**src/rtl/uart_tx_arbiter_pkg.sv**
```systemverilog
// uart_tx_arbiter_pkg: shared FSM encoding and default constants for the UART transmit arbiter
package uart_tx_arbiter_pkg;
  typedef enum logic [1:0] {IDLE, START, WAIT_BUSY, WAIT_DONE} state_t;
  localparam int BUSY_TIMEOUT_DEF = 8;
endpackage

```
**src/rtl/uart_tx_arbiter_rr_pick.sv**
```systemverilog
// uart_tx_arbiter_rr_pick: combinational round-robin pick of the first valid index at or above rr_ptr
module uart_tx_arbiter_rr_pick #(
  parameter int N_REQ = 4,
  parameter int ID_W  = 2
) (
  input  logic [N_REQ-1:0] req_valid,
  input  logic [ID_W-1:0]  rr_ptr,
  output logic [ID_W-1:0]  g,
  output logic             any
);
  localparam logic [ID_W:0] N_L = (ID_W+1)'(N_REQ);
  logic [N_REQ-1:0] rot;
  logic [ID_W-1:0]  off;
  logic [ID_W:0]    sum;
  always_comb begin
    rot = N_REQ'({req_valid, req_valid} >> rr_ptr);
    off = '0;
    for (int i = N_REQ - 1; i >= 0; i--) off = rot[i] ? ID_W'(i) : off;
    sum = {1'b0, rr_ptr} + {1'b0, off};
    g   = sum >= N_L ? ID_W'(sum - N_L) : sum[ID_W-1:0];
    any = |req_valid;
  end
endmodule

```
**src/rtl/uart_tx_arbiter.sv**
```systemverilog
// uart_tx_arbiter: round-robin sharing of one UART byte transmitter among N_REQ byte sources
module uart_tx_arbiter
  import uart_tx_arbiter_pkg::*;
#(
  parameter int N_REQ        = 4,
  parameter int ID_W         = 2,
  parameter int BUSY_TIMEOUT = BUSY_TIMEOUT_DEF
) (
  input  logic               clock,
  input  logic               reset,
  input  logic [N_REQ-1:0]   req_valid,
  input  logic [8*N_REQ-1:0] req_data,
  output logic [N_REQ-1:0]   req_ready,
  output logic [7:0]         tx_in,
  output logic               tx_en,
  input  logic               tx_busy,
  output logic [ID_W-1:0]    grant_id,
  output logic               active,
  output logic               err
);
  localparam int CW = $clog2(BUSY_TIMEOUT + 1);
  localparam logic [CW-1:0]   CNT_MAX = CW'(BUSY_TIMEOUT - 1);
  localparam logic [ID_W-1:0] LAST    = ID_W'(N_REQ - 1);
  state_t           state_q, state_d;
  logic [N_REQ-1:0] req_ready_q, req_ready_d;
  logic [7:0]       tx_in_q, tx_in_d;
  logic             tx_en_q, tx_en_d, active_q, active_d, err_q, err_d;
  logic [ID_W-1:0]  grant_id_q, grant_id_d, rr_q, rr_d, g;
  logic [CW-1:0]    cnt_q, cnt_d;
  logic             any, grant, timeout;
  uart_tx_arbiter_rr_pick #(.N_REQ(N_REQ), .ID_W(ID_W)) u_pick (
    .req_valid(req_valid),
    .rr_ptr   (rr_q),
    .g        (g),
    .any      (any)
  );
  assign grant   = state_q == IDLE && !tx_busy && any;
  assign timeout = state_q == WAIT_BUSY && !tx_busy && cnt_q == CNT_MAX;
  always_ff @(posedge clock) begin
    if (reset) begin
      state_q     <= IDLE;
      req_ready_q <= '0;
      tx_in_q     <= '0;
      tx_en_q     <= 1'b0;
      active_q    <= 1'b0;
      err_q       <= 1'b0;
      grant_id_q  <= '0;
      rr_q        <= '0;
      cnt_q       <= '0;
    end else begin
      state_q     <= state_d;
      req_ready_q <= req_ready_d;
      tx_in_q     <= tx_in_d;
      tx_en_q     <= tx_en_d;
      active_q    <= active_d;
      err_q       <= err_d;
      grant_id_q  <= grant_id_d;
      rr_q        <= rr_d;
      cnt_q       <= cnt_d;
    end
  end
  always_comb begin
    state_d = state_q == IDLE      ? (grant ? START : IDLE) :
              state_q == START     ? WAIT_BUSY :
              state_q == WAIT_BUSY ? (tx_busy ? WAIT_DONE : timeout ? IDLE : WAIT_BUSY) :
                                     (tx_busy ? WAIT_DONE : IDLE);
  end
  always_comb begin
    req_ready_d = grant ? N_REQ'(1) << g : '0;
    tx_in_d     = grant ? 8'(req_data >> {g, 3'b000}) : tx_in_q;
    grant_id_d  = grant ? g : grant_id_q;
    rr_d        = grant ? (g == LAST ? '0 : g + 1'b1) : rr_q;
    tx_en_d     = state_q == START;
    active_d    = state_d != IDLE;
    err_d       = timeout;
    cnt_d       = state_q == START ? '0 : state_q == WAIT_BUSY ? cnt_q + 1'b1 : cnt_q;
  end
  assign req_ready = req_ready_q;
  assign tx_in     = tx_in_q;
  assign tx_en     = tx_en_q;
  assign active    = active_q;
  assign err       = err_q;
  assign grant_id  = grant_id_q;
endmodule

```
**config.mk**
```make
export PLATFORM = sky130hd
export DESIGN_NAME = uart_tx_arbiter
export DESIGN_NICKNAME = d
export VERILOG_FILES = /design/src/rtl/uart_tx_arbiter_pkg.sv /design/src/rtl/uart_tx_arbiter_rr_pick.sv /design/src/rtl/uart_tx_arbiter.sv
export SDC_FILE = /design/constraint.sdc
export NUM_CORES = 1
export LEC_CHECK = 0
export CORE_MARGIN = 4
export CORE_UTILIZATION = 45
export CTS_CLUSTER_DIAMETER = 200
export DETAILED_ROUTE_END_ITERATION = 16
export GPL_TIMING_DRIVEN = 0
export PLACE_DENSITY = 0.9
export SETUP_SLACK_MARGIN = 0.15
export SYNTH_ARGS = -nofsm -noshare
export SYNTH_HDL_FRONTEND = slang
export SYNTH_HIERARCHICAL = 1
export SYNTH_SLANG_ARGS = --single-unit
export TNS_END_PERCENT = 10
```
**constraint.sdc**
```tcl
create_clock -name clock -period 3.55 [get_ports clock]
set_input_delay 0.355 -clock clock [delete_from_list [all_inputs] [get_ports clock]]
set_output_delay 0.355 -clock clock [all_outputs]
set_load 0.02 [all_outputs]
```
==> flow_summary.ini <==
[synthesis]
yosysTopAreaCell = dfxtp_1
synth_top_area_share_pct = 37.6
syn_inst = 144
yosys_register_bits = 25
syn-cell-area_um2 = 1330
yosysUniqueCellTypes = 37
synth_nets = 186
avgSynthCellArea_um2 = 9.24
yosysSeqAreaShare_pct = 37.6
synth_top_cells_by_area = dfxtp_1 (38%), mux4_2 (14%), nand2_1 (7.3%), a21oi_1 (6.8%), ha_1 (2.8%)
ys_warn_count = 6

[setup_path]
cp_max_fo = 10
worstReg2RegStart = rr_q[0]
end_kind = flip-flop
worst-endpoint-required_ns = 3.73
cp-start-kind = primary input
cp_top_family = buffers and inverters
slowest_stage = clkdlybuf4s50_1
critPathLaunch = req_valid[2]
critical_path_class = in -> reg
critPathMostFrequentCell = a21oi_1
critical_path_buf_inv_count = 2
worstPathArrival_ns = 3.16
max_stage_delay_ns = 0.53
path_cells = clkdlybuf4s50_1 -> nor2_1 -> nor3_1 -> a21oi_1 -> o211ai_1 -> ha_1 -> xor2_1 -> xnor2_1 -> clkbuf_1 -> mux4_2 -> nand2_1 -> a21oi_1

[layout]
layout-drive-gt1-share_pct = 9.41
diodes = 0
final.fill_count = 194
fin_nets = 245
syn_to_final_growth_pct = 45.5
final_design_area_no_fill_um2 = 1940
multi_input_area_um2 = 761
seq_area_um2 = 500

[grt]
antenna_found_initial = 0
grt.total_usage_pct = 16.8
grt_max_degree = 14
grt_pass1_wl_mm = 5.51
grt_pass1_vias = 1342
grt-ovfl-total = 0

[floorplanning]
io_pins = 56
fp.dieArea_um2 = 3890
start_util_pct = 47.8
rows = 19
die_w_um = 62.4
core_um2 = 2780
die_h_um = 62.4

[sta]
tightest_slew_ns = 0.516
finalSetupViolations = 0
hold_viol = 0
fin_crit_ns = 2.98
max_slew_margin_pct = 65.1
finalMaxSlewViolations = 0
max_freq_mhz = 336
tns_ns = 0
rsz0062_at_grt = false
fin_worst_skew_ns = 0.00448
period_share_pct = 83.8

[pwr]
power.leakage_nw = 0.685
power_density_nw_per_um2 = 485
ir_worst_vdd_mv = 0.392

[route]
vias = 1314
detail-route-antenna-nets = 0
drt_iter0_drc = 11
drt-total-wl_mm = 3.22
via_per_inst = 5.64
first_pass_iters = 4
wl_per_cell_um = 13.8
drc = 0

[clocking]
cts_root_buf = clkbuf_4
clk_pin_slew_ns = 0.13
hold_buffers = 0
cts_inserted_buffers = 3
cts_tree = yes
cts_resized = 0
cts_setup_buffers = 0
clock_sinks = 25
clkLatencyLatePin_ns = 0.31
clock_path_buffers = 2
htreeDepth = 1

[placement]
io_buffers = 54
place.detailed.hpwl_mm = 2.62
placed_cell_area_um2 = 1910
place_congestion = 0.763

[min_path]
min_path_type = in -> reg
min_from = reset

[job]
max_cap_viol_count = 0

[run_status]
outcome = completed
cell usage in the layout, fill, tap and decap left out, types with 2 or more instances in the layout:
master	n
inv_1	2
ha_1	3
nor4b_1	4
dfxtp_1	25
nor3_1	2
clkbuf_1	7
nor2_1	7
clkbuf_4	3
nor3b_1	2
o211ai_1	2
a21oi_1	18
nand2b_1	4
buf_2	4
xnor2_1	2
nand3b_1	4
mux4_2	8
or3_1	2
nor2b_1	2
nand2_1	26
nor4_1	2
mux2i_1	2
clkdlybuf4s50_1	54
power breakdown:
part	internal (W)	switching, W
Clock	0.0000438	0.0000797
Sequential	0.000321	0.0000275
Combinational	0.000248	0.000219
sequential cells by signal, summed over array words and instances (netlist names):
register / count
tx_in: 8
cnt_q: 4
req_ready: 4
grant_id: 2
rr_q: 2
state_q: 2
active: 1
err: 1
tx_en: 1
metal layers:
layer | GRT usage, % | wire, µm | vias to the layer above
met5 | 0 | 0 | -
met4 | 7.43 | 60 | 0
met3 | 4.68 | 267 | 8
met2 | 30.7 | 1620 | 53
met1 | 17.7 | 1270 | 616
li1 | - | - | 637
synth_stat cells, drive strengths merged:
cell type,instances
buf,6
dfxtp,25
nor3b,2
a31oi,1
nand3b,4
nor4b,4
a21boi,1
mux2i,2
o32ai,1
a21oi,18
a22oi,1
xnor2,2
inv,2
a21o,1
nand4,1
clkbuf,6
and4b,1
a2111oi,1
nor2b,2
nor2,7
mux2,1
mux4,8
nand3,1
ha,3
o211ai,2
nand2,26
or4b,1
a211oi,1
nor3,2
xor2,1
o21bai,1
or3,2
nor4,2
nand2b,4
o21ai,1
final timing paths:
check | to | slack, ns | cells after the start
hold reg to reg | grant_id[0] | 0.47 | 2
setup reg to reg | tx_in[2] | 0.73 | 12
hold / removal | req_ready[2] | 0.41 | 2
setup / recovery | tx_in[2] | 0.57 | 12
cell families after synthesis:
group	after synthesis	synth area share (%)
simple gates	59	23.1
compound gates	29	13.4
flops	25	37.6
buf+inv	14	5.17
mux	11	15.9
xor+xnor	3	1.98
fa+ha+maj	3	2.82
stage by stage:
step / std cells / hold WS, ns / setup WS (ns) / power, W / util, %
global placement: 229 / 0.442 / 0.347 / 0.000809 / 68.6
floorplan: 144 / 0.432 / 1.14 / 0.000666 / -
detailed placement: 229 / 0.455 / 0.233 / 0.000824 / 68.6
CTS: 233 / 0.413 / 0.556 / 0.000944 / 69.6
finish: 233 / 0.412 / 0.575 / 0.000939 / 69.6
global route: 233 / 0.451 / 0.369 / 0.000998 / 69.6
layout make-up:
class | instances | area share, %
multi-input cells | 105 | 39.3
repair buffers | 54 | 27.9
flip-flops and latches | 25 | 25.9
plain buffers | 12 | 3.17
well taps | 31 | 2.00
clock buffers | 4 | 1.36
inverters | 2 | 0.388
Power figures use the tool's default switching activity.
